===== src/rtl/dds_sweep_controller_pkg.sv =====
// Shared definitions for the DDS frequency-sweep controller and the DDS it drives.
// Latency: n/a (types and constants only).
// Backpressure: n/a.
package dds_sweep_controller_pkg;

    // Default widths, kept in step with the CORDIC-table DDS
    localparam int DDS_ADDRESS_WIDTH = 8;
    localparam int SWEEP_DWELL_WIDTH = 16;

    // Sweep FSM state encoding
    localparam logic [2:0] S_IDLE  = 3'd0;
    localparam logic [2:0] S_LOAD  = 3'd1;
    localparam logic [2:0] S_DWELL = 3'd2;
    localparam logic [2:0] S_ALIGN = 3'd3;
    localparam logic [2:0] S_DONE  = 3'd4;

    typedef enum logic [2:0] {
        IDLE  = S_IDLE,
        LOAD  = S_LOAD,
        DWELL = S_DWELL,
        ALIGN = S_ALIGN,
        DONE  = S_DONE
    } sweep_state_t;

endpackage


===== src/rtl/dds_step_adder.sv =====
// Next-step adder: nxt = cur + step_inc, flags end of sweep on zero increment, overshoot or overflow.
// Latency: combinational, no registers.
// Backpressure: none.
module dds_step_adder #(
    parameter int ADDRESS_WIDTH = 8
) (
    input  logic [ADDRESS_WIDTH-1:0] cur,
    input  logic [ADDRESS_WIDTH-1:0] step_inc,
    input  logic [ADDRESS_WIDTH-1:0] stop_step,
    output logic [ADDRESS_WIDTH-1:0] nxt,
    output logic                     end_of_sweep
);

    // One extra bit keeps the carry so a wrapped sum can never look like a small valid step
    logic [ADDRESS_WIDTH:0] sum;

    assign sum          = {1'b0, cur} + {1'b0, step_inc};
    assign nxt          = sum[ADDRESS_WIDTH-1:0];
    assign end_of_sweep = (step_inc == '0) || (sum > {1'b0, stop_step});

endmodule


===== src/rtl/dds_sweep_controller.sv =====
// Steps the DDS phase increment from start_step to stop_step, holding each value for a dwell period.
// Latency: first SET one cycle after start; later SETs every max(dwell,1)+1 cycles (plus zero-phase wait if enabled).
// Backpressure: none; start is ignored while busy, abort preempts everything.
module dds_sweep_controller
    import dds_sweep_controller_pkg::*;
#(
    parameter int ADDRESS_WIDTH = DDS_ADDRESS_WIDTH,
    parameter int DWELL_WIDTH   = SWEEP_DWELL_WIDTH,
    parameter int INITIAL_STEP  = 1,
    parameter int WAIT_ZERO     = 0
) (
    input  logic                     CLK,
    input  logic                     RESET,
    input  logic                     start,
    input  logic                     abort,
    input  logic                     repeat_en,
    input  logic [ADDRESS_WIDTH-1:0] start_step,
    input  logic [ADDRESS_WIDTH-1:0] stop_step,
    input  logic [ADDRESS_WIDTH-1:0] step_inc,
    input  logic [DWELL_WIDTH-1:0]   dwell_cycles,
    input  logic                     zero_address,
    output logic                     SET,
    output logic [ADDRESS_WIDTH-1:0] step_out,
    output logic                     busy,
    output logic                     done
);

    localparam logic [ADDRESS_WIDTH-1:0] INIT_STEP = ADDRESS_WIDTH'(INITIAL_STEP);

    sweep_state_t             state;
    logic [ADDRESS_WIDTH-1:0] cur;
    logic [ADDRESS_WIDTH-1:0] cfg_start;
    logic [ADDRESS_WIDTH-1:0] cfg_stop;
    logic [ADDRESS_WIDTH-1:0] cfg_inc;
    logic [DWELL_WIDTH-1:0]   cfg_dwell;
    logic                     cfg_repeat;
    logic [DWELL_WIDTH-1:0]   dwell_cnt;

    logic [ADDRESS_WIDTH-1:0] nxt;
    logic                     end_of_sweep;
    logic [ADDRESS_WIDTH-1:0] next_cur;

    dds_step_adder #(
        .ADDRESS_WIDTH (ADDRESS_WIDTH)
    ) u_step_adder (
        .cur          (cur),
        .step_inc     (cfg_inc),
        .stop_step    (cfg_stop),
        .nxt          (nxt),
        .end_of_sweep (end_of_sweep)
    );

    // Value loaded next: restart value when the sweep wraps, otherwise the incremented step
    assign next_cur = end_of_sweep ? cfg_start : nxt;

    // Sweep FSM with registered SET/step_out/busy/done; outputs are set on entry to each state
    always_ff @(posedge CLK) begin
        if (RESET) begin
            state      <= IDLE;
            SET        <= 1'b0;
            step_out   <= INIT_STEP;
            busy       <= 1'b0;
            done       <= 1'b0;
            dwell_cnt  <= '0;
            cur        <= INIT_STEP;
            cfg_start  <= '0;
            cfg_stop   <= '0;
            cfg_inc    <= '0;
            cfg_dwell  <= DWELL_WIDTH'(1);
            cfg_repeat <= 1'b0;
        end else if (abort) begin
            state <= IDLE;
            SET   <= 1'b0;
            busy  <= 1'b0;
            done  <= 1'b0;
        end else begin
            SET  <= 1'b0;
            done <= 1'b0;
            case (state)
                IDLE: begin
                    if (start) begin
                        cfg_start  <= start_step;
                        cfg_stop   <= stop_step;
                        cfg_inc    <= step_inc;
                        cfg_dwell  <= (dwell_cycles == '0) ? DWELL_WIDTH'(1) : dwell_cycles;
                        cfg_repeat <= repeat_en;
                        cur        <= start_step;
                        step_out   <= start_step;
                        SET        <= 1'b1;
                        busy       <= 1'b1;
                        dwell_cnt  <= '0;
                        state      <= LOAD;
                    end
                end
                LOAD: begin
                    dwell_cnt <= DWELL_WIDTH'(1);
                    state     <= DWELL;
                end
                DWELL: begin
                    if (dwell_cnt == cfg_dwell) begin
                        if (end_of_sweep && !cfg_repeat) begin
                            busy  <= 1'b0;
                            done  <= 1'b1;
                            state <= DONE;
                        end else begin
                            cur <= next_cur;
                            if (WAIT_ZERO != 0) begin
                                state <= ALIGN;
                            end else begin
                                step_out  <= next_cur;
                                SET       <= 1'b1;
                                dwell_cnt <= '0;
                                state     <= LOAD;
                            end
                        end
                    end else begin
                        dwell_cnt <= dwell_cnt + DWELL_WIDTH'(1);
                    end
                end
                ALIGN: begin
                    if (zero_address) begin
                        step_out  <= cur;
                        SET       <= 1'b1;
                        dwell_cnt <= '0;
                        state     <= LOAD;
                    end
                end
                DONE: begin
                    state <= IDLE;
                end
                default: begin
                    busy  <= 1'b0;
                    state <= IDLE;
                end
            endcase
        end
    end

endmodule


===== config.mk =====
export PLATFORM = sky130hd
export DESIGN_NAME = dds_sweep_controller
export DESIGN_NICKNAME = d
export VERILOG_FILES = /design/src/rtl/dds_sweep_controller_pkg.sv /design/src/rtl/dds_step_adder.sv /design/src/rtl/dds_sweep_controller.sv
export SDC_FILE = /design/constraint.sdc
export NUM_CORES = 1
export LEC_CHECK = 0
export ABC_AREA = 1
export CAP_MARGIN = 20
export CELL_PAD_IN_SITES_DETAIL_PLACEMENT = 0
export CELL_PAD_IN_SITES_GLOBAL_PLACEMENT = 1
export CORE_ASPECT_RATIO = 0.5
export CORE_UTILIZATION = 36
export DETAILED_ROUTE_END_ITERATION = 12
export GPL_TIMING_DRIVEN = 0
export PLACE_DENSITY_LB_ADDON = 0.1
export RECOVER_POWER = 25
export SLEW_MARGIN = 20
export SYNTH_ARGS = -nofsm -noshare
export SYNTH_HDL_FRONTEND = slang
export SYNTH_SLANG_ARGS = --single-unit

===== constraint.sdc =====
create_clock -name CLK -period 3 [get_ports CLK]
set_input_delay 0.6 -clock CLK [delete_from_list [all_inputs] [get_ports CLK]]
set_output_delay 0.6 -clock CLK [all_outputs]
set_load 0.01 [all_outputs]

# ---- Yosys cells after proc, flatten, opt, wreduce, memory -nomap -nowiden
# Cells that the tools add are included.
dict set report totals {
  wordCells 76
  out_inout_bits 11
  ram_bits 0
  regBits 79
  n_memories 0
  latch_bits 0
  rom_bits 0
}
dict set report classes {
  order_cmp 1
  shift 0
  reduce_logical 18
  bitwise_logic 4
  n_addsub 2
  muxes 28
  multipliers 0
  eq_ne 11
  div_mod_pow 0
}
# cell n
set op_table {}
lappend op_table {{$mux 16} 5}
lappend op_table {{$pmux 16 s4} 1}
lappend op_table {{$mux 8} 5}
lappend op_table {{$pmux 8 s3} 1}
lappend op_table {{$add 16x1->16 const B} 1}
lappend op_table {{$eq 16x16->1} 1}
lappend op_table {{$logic_not 16->1} 1}
lappend op_table {{$pmux 8 s2} 1}
lappend op_table {{$mux 3} 4}
lappend op_table {{$pmux 3 s4} 1}
lappend op_table {{$ne 2x2->1 const B} 5}
lappend op_table {{$reduce_and 5->1} 2}
lappend op_table {{$add 8x8->9} 1}
lappend op_table {{$gt 9x8->1} 1}
lappend op_table {{$logic_not 8->1} 1}
lappend op_table {{$mux 1} 8}
lappend op_table {{$eq 3x2->1 const B} 2}
lappend op_table {{$pmux 1 s3} 2}
lappend op_table {{$reduce_and 3->1} 2}
lappend op_table {{$reduce_and 6->1} 1}
lappend op_table {{$not 1->1} 4}
lappend op_table {{$reduce_and 4->1} 1}
lappend op_table {{$reduce_bool 4->1} 1}
lappend op_table {{$reduce_or 4->1} 1}
lappend op_table {{other kinds (11)} 11}

# ---- Depth between registers and ports, before layout
# Gate-level depths: netlist of the first run.
dict set report depth {
  word_depth 7
  mapped_depth 24
  depth_no_buf 22
}

# ---- By module
# Synthesis of the first run repeated with hierarchy kept, for this count alone.
dict set report hier_totals {
  cells_unflattened 770
  hier_area_um2 4850.9
}
# mod area_per_inst_um2 cells_per_inst seq_area_each_um2 instances
set by_module_without_submodules {}
lappend by_module_without_submodules {dds_sweep_controller 4261.6 678 1581.5 1}
lappend by_module_without_submodules {dds_step_adder 589.3 92 0.0 1}

# ---- Worst setup path after synthesis of the first run
# Ideal clock, no wire load.
dict set report synth_path {
  kind {flip-flop to flip-flop}
  start {register cfg_inc[0]}
  end {register cur[1]}
  n_path_buf 2
  t_required_ps 2887
  stages_incl_launch_ff 24
  slack_ps -5
  t_arrival_ps 2892
  path_cell_list {dfxtp_1 -> ha_1 -> inv_1 -> fa_1 -> o21ai_2 -> nand3_2 -> nand2_1 -> xor2_1 -> inv_1 -> ha_1 -> nand2_1 -> inv_1 -> nand2_1 -> nand2_1 -> nand2_1 -> nand2_1 -> nand2_2 -> nand2_4 -> buf_12 -> nand3_4 -> nand3_4 -> buf_6 -> nor2_1 -> nor2_1}
}
dict set report synth_between {
  elab_chain_cells 7
  word_cells_on_any_way 11
}
# item line
set synth_lines {}
lappend synth_lines {{start: declaration} dds_sweep_controller.sv:34} ;# logic [ADDRESS_WIDTH-1:0] cfg_inc;
lappend synth_lines {{start signal: assignment} dds_sweep_controller.sv:84} ;# cfg_inc <= step_inc;
lappend synth_lines {{$add 8x8->9} dds_step_adder.sv:17} ;# assign sum = {1'b0, cur} + {1'b0, step_inc};
lappend synth_lines {{$gt 9x8->1} dds_step_adder.sv:19} ;# assign end_of_sweep = (step_inc == '0) || (sum > {1'b0, stop_step});
lappend synth_lines {{$logic_or 1x1->1} dds_step_adder.sv:19}
lappend synth_lines {{$mux 8} dds_sweep_controller.sv:54} ;# assign next_cur = end_of_sweep ? cfg_start : nxt;
lappend synth_lines {{$mux 8} dds_sweep_controller.sv:101} ;# if (end_of_sweep && !cfg_repeat) begin
lappend synth_lines {{$mux 8} --}
lappend synth_lines {{$pmux 8 s2} dds_sweep_controller.sv:79} ;# case (state)
lappend synth_lines {{end signal: assignment} dds_sweep_controller.sv:87} ;# cur <= start_step;
lappend synth_lines {{end signal: assignment} dds_sweep_controller.sv:106} ;# cur <= next_cur;
lappend synth_lines {{end: declaration} dds_sweep_controller.sv:31} ;# logic [ADDRESS_WIDTH-1:0] cur;
# Parallel ways exist; a longest one is shown, timed or not. The select of a mux whose other input is x is not followed.
# A chain may end at the register's enable or synchronous reset.

# ---- Worst setup path in the final report of the first run
dict set report layout_path {
  start {register cur[0]}
  end {register cur[0]}
}
dict set report layout_between {
  elab_chain_cells 7
  word_cells_on_any_way 10
}
# item line
set layout_lines {}
lappend layout_lines {{$add 8x8->9 (*)} dds_step_adder.sv:17}
lappend layout_lines {{$gt 9x8->1} dds_step_adder.sv:19}
lappend layout_lines {{$logic_or 1x1->1} dds_step_adder.sv:19}
lappend layout_lines {{$mux 8} dds_sweep_controller.sv:54}
lappend layout_lines {{$mux 8} dds_sweep_controller.sv:101}
lappend layout_lines {{$mux 8} --}
lappend layout_lines {{$pmux 8 s2} dds_sweep_controller.sv:79}
# Every way passes the cells marked *; elsewhere a longest branch is shown, timed or not. The select of a mux whose other input is x is not followed.

==> metrics.csv, run 1 <==
stage;metric;value;unit
clock_network;TritonCTS clock tree;built;
synthesis;sequential share of the synthesized area;33.9;%
timing;Final Skew;0.00851;ns
floorplan;die height;82.5;um
final_layout;share of cells above drive strength 1;16.7;%
floorplan;I/O pin count;57;
clock_network;CTS Buf Count;9;
timing;Fmax;326;MHz
timing;relative slew slack;54.3;%
timing;final critical-path share of the clock period;102;%
route;routed wire length;13.1;mm
status;failing checks;negative setup slack;
timing;final setup margin;-0.0698;ns
floorplan;CORE AREA;12200;um^2
synthesis;area of the mapped netlist;4670;um^2
floorplan;die area;13500;um^2
worst_setup_path;Req. time, crit path;3.21;ns
worst_setup_path;Worst Setup Path Type;flip-flop to flip-flop;
placed_design;DP Wirelength;9.72;mm
synthesis;synthesized instance count;708;
timing;RSZ-0062 raised after global routing;yes;
floorplan;Die Span X;163;um
worst_setup_path;Crit Reg-Reg Startpoint;cur[0];
power;Pwr per Cell Area;537;nW/um^2
synthesis;average size of a mapped cell;6.60;um^2
global_routing;largest net degree at the start of global routing;17;
clock_network;Max clock buf depth;2;
power;leak pwr;2.81;nW
route;drt initial violations;286;
route;ANT nets after route;0;
power;VDD IR-drop max;0.306;mV
clock_network;Clock Sinks;79;
placed_design;port buffer count;55;
timing;worst slew pin tran;0.685;ns
route;Wirelength per Cell;13.5;um
global_routing;vias in the first global route;4338;
global_routing;Overflow after GRT;0;
run;max-cap viol count;0;
timing;Setup Viol. Count Final;30;
worst_setup_path;Crit. End Element;flip-flop;
timing;crit path time final;3.07;ns
synthesis;Syn Nets;772;
timing;hold_ws;0.455;ns
timing;pins over their slew limit;0;
synthesis;Synth Warn #;0;
floorplan;Initial Util;38.2;%
min_path;HP Class;flip-flop to flip-flop;
worst_setup_path;crit start category;flip-flop;
worst_setup_path;Max FO, Critical Path;5;
clock_network;Post-CTS Hold Buffers;0;
route;Residual DRC;0;
final_layout;nets@finish;862;
placed_design;DP Cell Count;928;
global_routing;global-route wire length before repair;21.4;mm
route;DRT Pass-1 Iters;4;
global_routing;initial antenna violation count;0;
synthesis;FF+latch count, synth;79;
timing;Final Hold Vio Count;0;
worst_setup_path;R2R depth;20;
placed_design;GPL Wtd Cong;0.847;
worst_setup_path;R2R setup slack;-0.07;ns
clock_network;worst skew pair latency;0.34;ns
synthesis;Yosys cell types;41;
floorplan;row count;28;
clock_network;H-Tree Depth;3;
route;Vias;4637;
final_layout;n_diodes;0;
global_routing;overall routing resource usage;20.7;%
worst_setup_path;Worst Setup EP;cur[0];
worst_setup_path;Critical Path Start;cur[0];
clock_network;clock-pin slew on the worst setup and hold paths;0.06;ns
clock_network;Root Driver;clkbuf_16;
final_layout;Final Non-Filler Cells;968;
route;Vias/cell;4.79;
worst_setup_path;Critical Path AT;3.28;ns
status;status;complete, but fails checks;
final_layout;area grow syn2layout;33.6;%
worst_setup_path;Crit Reg-Reg Endpoint;cur[0];
## cells in the mapped netlist, drive strengths merged
library cell | n | area share [%]
nand3 | 53 | 6.6
a21oi | 40 | 4.3
o211ai | 1 | 0.16
nand4 | 12 | 1.9
o31ai | 1 | 0.16
xor2 | 15 | 2.8
clkbuf | 14 | 1.1
or2 | 4 | 0.54
nor2 | 108 | 9.2
fa | 1 | 0.43
ha | 17 | 4.6
xnor2 | 7 | 1.3
a211oi | 2 | 0.32
dfxtp | 79 | 34
nor3b | 1 | 0.16
o21bai | 1 | 0.16
nor3 | 6 | 0.64
nor4 | 7 | 1.3
o22ai | 1 | 0.13
buf | 15 | 2.2
o21a | 1 | 0.16
a31oi | 1 | 0.13
o21ai | 43 | 4.8
nand2 | 181 | 15
inv | 93 | 7.5
nand3b | 4 | 0.64
## placed cells by master (no fill, tap or decap), drive strengths merged, types with 2 or more instances in the layout
| cell | instances |
|---|---|
| nor4 | 7 |
| dlygate4sd3 | 11 |
| a21oi | 40 |
| inv | 98 |
| clkbuf | 24 |
| nand4 | 12 |
| dfxtp | 79 |
| xnor2 | 7 |
| o21ai | 43 |
| clkdlybuf4s50 | 44 |
| a211oi | 2 |
| nand3b | 4 |
| nand2 | 181 |
| buf | 38 |
| ha | 17 |
| nor3 | 6 |
| or2 | 4 |
| nor2 | 108 |
| nand3 | 53 |
| xor2 | 15 |
## per-layer routing
metal / share of wire, % / wire, um / global-route usage, % / vias up
met5: 0 / 0 / 0 / -
met1: 50 / 6550 / 27.0 / 2128
li1: - / - / - / 2424
met4: 0.60 / 78 / 3.55 / 0
met3: 3.8 / 495 / 3.80 / 8
met2: 46 / 5960 / 36.4 / 77
## metrics by stage
step           setup WS (ns)  util [%]  power, mW  area [um^2]  TNS, ns
2_1_floorplan         0.0155         -       1.80         4670        0
3_3_place_gp          -0.378      44.4       2.06         5430   -11.25
3_5_place_dp          -0.374      44.4       2.06         5430   -11.34
4_1_cts              -0.0530      50.0       3.34         6120    -1.06
5_1_grt               -0.254      51.0       3.56         6240    -7.53
6_report             -0.0698      51.0       3.35         6240    -1.20
## timing repair
| action | 4_1_cts | 5_1_grt |
|---|---|---|
| endpoints found under the setup margin | 37 | 37 |
| resized for setup | 54 | 31 |
| buffers inserted | 22 | 1 |
| pin swaps | 24 | 18 |
| gates cloned | 2 | 0 |
## report_power, final
group / internal [mW] / switching, mW
clock network: 0.580 / 0.494
registers: 1.13 / 0.0648
logic: 0.489 / 0.587
total: 2.20 / 1.15
## kinds of logic (layout without fill, tap and decap cells)
logic type,after synthesis,after routing,share of synthesized area [%]
simple gates,376,376,36.0
buf+inv,122,217,10.8
xor+xnor,22,22,4.13
compound gates,91,91,10.3
fa+ha+maj,18,18,4.98
flops,79,79,33.9
## worst max-delay path, cell delays in order (launching register included)
cell     delay (ns)
dfxtp_4        0.37
ha_4           0.14
inv_2          0.04
fa_2           0.37
o21ai_4        0.20
nand3_2        0.11
nand2_2        0.09
xor2_2         0.17
inv_2          0.06
ha_4           0.27
nand2_2        0.05
inv_2          0.04
nand4_1        0.15
nand2_4        0.14
nand2_4        0.07
buf_12         0.14
nand3_4        0.07
nand3_4        0.14
buf_8          0.17
nand2_1        0.05
nand3_1        0.08
## sequential cells by signal, summed over array words and instances, names as in the netlist
name        count
cur             8
busy            1
cfg_inc         8
cfg_dwell      16
cfg_stop        8
done            1
cfg_start       8
dwell_cnt      16
state           3
cfg_repeat      1
SET             1
step_out        8
## final cells by class
type | count | area, um^2
plain buffers | 29 | 169
clock buffers | 9 | 225
clock inverters | 7 | 62.6
fillers | 1266 | 5990
inverters | 93 | 349
multi-input cells | 507 | 2860
flip-flops and latches | 79 | 1590
well taps | 165 | 206
repair buffers | 79 | 774
## worst min-delay path by stage
stage                        end  cells past startpoint         start
finish              cfg_start[2]                      2  cfg_start[2]
global route        cfg_start[4]                      2  cfg_start[4]
CTS                 cfg_start[3]                      2  cfg_start[3]
detailed placement  cfg_start[3]                      2  cfg_start[3]
global placement    cfg_start[3]                      2  cfg_start[3]
floorplan           cfg_start[0]                      2  cfg_start[0]
(Power assumes the default switching activity.)
==> inputs of run 2 (changes only) <==
--- a/config.mk
+++ b/config.mk
@@ -6,7 +6,6 @@
 export NUM_CORES = 1
 export LEC_CHECK = 0
 export ABC_AREA = 1
-export CAP_MARGIN = 20
 export CELL_PAD_IN_SITES_DETAIL_PLACEMENT = 0
 export CELL_PAD_IN_SITES_GLOBAL_PLACEMENT = 1
 export CORE_ASPECT_RATIO = 0.5
==> results of run 2 <==
No change in the layout: final DEF, timing and power equal those of run 1.
==> inputs of run 3 (changes only) <==
--- a/config.mk
+++ b/config.mk
@@ -6,13 +6,12 @@
 export NUM_CORES = 1
 export LEC_CHECK = 0
 export ABC_AREA = 1
-export CELL_PAD_IN_SITES_DETAIL_PLACEMENT = 0
-export CELL_PAD_IN_SITES_GLOBAL_PLACEMENT = 1
+export CAP_MARGIN = 5
 export CORE_ASPECT_RATIO = 0.5
-export CORE_UTILIZATION = 36
+export CORE_UTILIZATION = 45
 export DETAILED_ROUTE_END_ITERATION = 12
 export GPL_TIMING_DRIVEN = 0
-export PLACE_DENSITY_LB_ADDON = 0.1
+export PLACE_DENSITY = 0.69
 export RECOVER_POWER = 25
 export SLEW_MARGIN = 20
 export SYNTH_ARGS = -nofsm -noshare
==> metrics.csv, run 3 (same netlist as run 1, synthesis figures left out) <==
stage;metric;value;unit;change
worst_setup_path;Req. time, crit path;3.28;ns;was 3.21 ns
clock_network;Clock Sinks;79;;unchanged
floorplan;Initial Util;47.8;%;was 38.2%
final_layout;Largest regs;cfg_dwell x16, dwell_cnt x16;;unchanged
clock_network;Max clock buf depth;2;;unchanged
worst_setup_path;CP cell instances;ha_2 -> nand2_1 -> inv_1 -> nand3_1 -> o21ai_0 -> xor2_1 -> inv_1 -> ha_1 -> nand2_2 -> inv_2 -> nand2_1 -> nand2_1 -> nand2_1 -> nand2_2 -> nand2_4 -> nand2_4 -> buf_12 -> nand3_4 -> nand3_4 -> buf_6 -> nand2_2 -> nand2_1 -> nor2_1;;was ha_4 -> inv_2 -> fa_2 -> o21ai_4 -> nand3_2 -> nand2_2 -> xor2_2 -> inv_2 -> ha_4 -> nand2_2 -> inv_2 -> nand4_1 -> nand2_4 -> nand2_4 -> buf_12 -> nand3_4 -> nand3_4 -> buf_8 -> nand2_1 -> nand3_1
floorplan;row count;25;;was 28
clock_network;Root Driver;clkbuf_16;;unchanged
global_routing;global-route wire length before repair;21.2;mm;was 21.4 mm
timing;RSZ-0062 raised after global routing;yes;;unchanged
final_layout;Final Non-Filler Cells;943;;was 968
timing;final setup margin;-0.0487;ns;was -0.0698 ns
timing;crit path time final;3.05;ns;was 3.07 ns
clock_network;H-Tree Depth;3;;unchanged
global_routing;vias in the first global route;4411;;was 4338
final_layout;nets@finish;867;;was 862
placed_design;DP Wirelength;8.98;mm;was 9.72 mm
clock_network;worst skew pair latency;0.35;ns;was 0.34 ns
final_layout;most frequent cells in the layout;153 x nand2_1, 86 x inv_1, 82 x nor2_1;;was 160 x nand2_1, 91 x nor2_1, 85 x inv_1
status;failing checks;negative setup slack;;unchanged
placed_design;port buffer count;55;;unchanged
route;ANT nets after route;0;;unchanged
floorplan;CORE AREA;9760;um^2;was 12200 um^2
placed_design;GPL Wtd Cong;0.880;;was 0.847
worst_setup_path;crit start category;flip-flop;;unchanged
clock_network;clock-pin slew on the worst setup and hold paths;0.07;ns;was 0.06 ns
worst_setup_path;Max FO, Critical Path;4;;was 5
route;Residual DRC;0;;unchanged
final_layout;commonest non-fill, non-tap cell in the layout;nand2_1;;unchanged
route;Vias/cell;5.08;;was 4.79
power;leak pwr;2.86;nW;was 2.81 nW
clock_network;CTS Buf Count;9;;unchanged
timing;pins over their slew limit;0;;unchanged
route;Wirelength per Cell;13.9;um;was 13.5 um
route;drt initial violations;315;;was 286
final_layout;n_diodes;0;;unchanged
clock_network;TritonCTS clock tree;built;;unchanged
worst_setup_path;slowest cell on the critical path;ha_2;;was dfxtp_4
min_path;HP Class;flip-flop to flip-flop;;unchanged
global_routing;largest net degree at the start of global routing;15;;was 17
floorplan;die height;74.0;um;was 82.5 um
global_routing;overall routing resource usage;25.2;%;was 20.7%
final_layout;area grow syn2layout;35.2;%;was 33.6%
power;Pwr per Cell Area;539;nW/um^2;was 537 nW/um^2
global_routing;initial antenna violation count;0;;unchanged
final_layout;share of cells above drive strength 1;18.8;%;was 16.7%
worst_setup_path;CP Buf/Inv Count;5;;unchanged
timing;Final Skew;0.0104;ns;was 0.00851 ns
placed_design;pre-CTS WS;-0.389;ns;was -0.374 ns
route;Vias;4793;;was 4637
timing;worst slew pin tran;0.689;ns;was 0.685 ns
worst_setup_path;cell family with most CP delay;simple AND/OR/NAND/NOR gates;;unchanged
placed_design;DP Cell Count;898;;was 928
route;routed wire length;13.1;mm;about the same
timing;relative slew slack;54.1;%;was 54.3%
floorplan;die area;10800;um^2;was 13500 um^2
timing;Setup Viol. Count Final;14;;was 30
timing;Fmax;328;MHz;was 326 MHz
run;max-cap viol count;0;;unchanged
status;status;complete, but fails checks;;unchanged
route;DRT Pass-1 Iters;6;;was 4
worst_setup_path;Worst Setup Path Type;flip-flop to flip-flop;;unchanged
worst_setup_path;cell mode on critical path;nand2_1;;was inv_2
floorplan;Die Span X;146;um;was 163 um
timing;Final Hold Vio Count;0;;unchanged
worst_setup_path;Crit. End Element;flip-flop;;unchanged
timing;final critical-path share of the clock period;102;%;about the same
worst_setup_path;Critical Path AT;3.33;ns;was 3.28 ns
power;VDD IR-drop max;0.335;mV;was 0.306 mV
floorplan;I/O pin count;57;;unchanged
global_routing;Overflow after GRT;0;;unchanged
worst_setup_path;Worst path max stage delay;0.38;ns;was 0.37 ns
[run 3: final cells by class]
type                    count  area [um^2]
fillers                   895         3450
multi-input cells         507         2900
flip-flops and latches     79         1590
repair buffers             84          822
inverters                  93          352
clock buffers              10          229
plain buffers              29          179
well taps                 135          169
clock inverters             6         71.3
[run 3: worst register-to-register path: stages (launching register included)]
cell and delay (ns):
dfxtp_1 0.33, ha_2 0.38, nand2_1 0.09, inv_1 0.08, nand3_1 0.07, o21ai_0 0.21, xor2_1 0.24, inv_1 0.07
ha_1 0.28, nand2_2 0.07, inv_2 0.03, nand2_1 0.05, nand2_1 0.05, nand2_1 0.06, nand2_2 0.06, nand2_4 0.08
nand2_4 0.08, buf_12 0.14, nand3_4 0.07, nand3_4 0.14, buf_6 0.17, nand2_2 0.05, nand2_1 0.04, nor2_1 0.13
[run 3: metal layers]
| metal | GRT usage (%) | share of wire [%] | vias to the layer above |
|---|---|---|---|
| met5 | 0 | 0 | - |
| met4 | 7.99 | 1.8 | 0 |
| met3 | 4.85 | 5.3 | 23 |
| met2 | 44.3 | 46 | 136 |
| met1 | 32.0 | 47 | 2202 |
| li1 | - | - | 2432 |
[run 3: path summary, 6_finish.rpt]
kind	slack (ns)	end	from	cells after the start
min reg2reg	0.46	cfg_start[2]	cfg_start[2]	2
min	0.46	cfg_start[2]	cfg_start[2]	2
max	-0.05	cur[6]	cur[4]	23
max reg2reg	-0.05	cur[6]	cur[4]	23
[run 3: power breakdown]
group / internal [mW] / total [mW] / leakage, nW / switching, mW
Combinational: 0.490 / 1.09 / 2.07 / 0.598
Clock: 0.649 / 1.11 / 0.139 / 0.464
Sequential: 1.13 / 1.20 / 0.650 / 0.0671
Total: 2.27 / 3.40 / 2.86 / 1.13
[run 3: repair_timing]
action / in CTS / in global routing
cloned: 3 / 0
gates resized for setup: 51 / 59
buffers inserted: 21 / 5
endpoints found under the setup margin: 37 / 37
hold buffers: 0 / 0
pin swaps: 16 / 21
[run 3: stage by stage]
| stage | hold WS [ns] | utilization [%] | area (um^2) | setup TNS, ns | total power, mW |
|---|---|---|---|---|---|
| after floorplan | 0.430 | - | 4670 | 0 | 1.80 |
| after global placement | 0.439 | 55.3 | 5390 | -9.99 | 2.04 |
| after detailed placement | 0.447 | 55.3 | 5390 | -11.40 | 2.06 |
| after CTS | 0.456 | 62.1 | 6060 | -1.10 | 3.33 |
| after global routing | 0.480 | 64.7 | 6310 | -5.49 | 3.59 |
| final | 0.456 | 64.7 | 6310 | -0.202 | 3.40 |
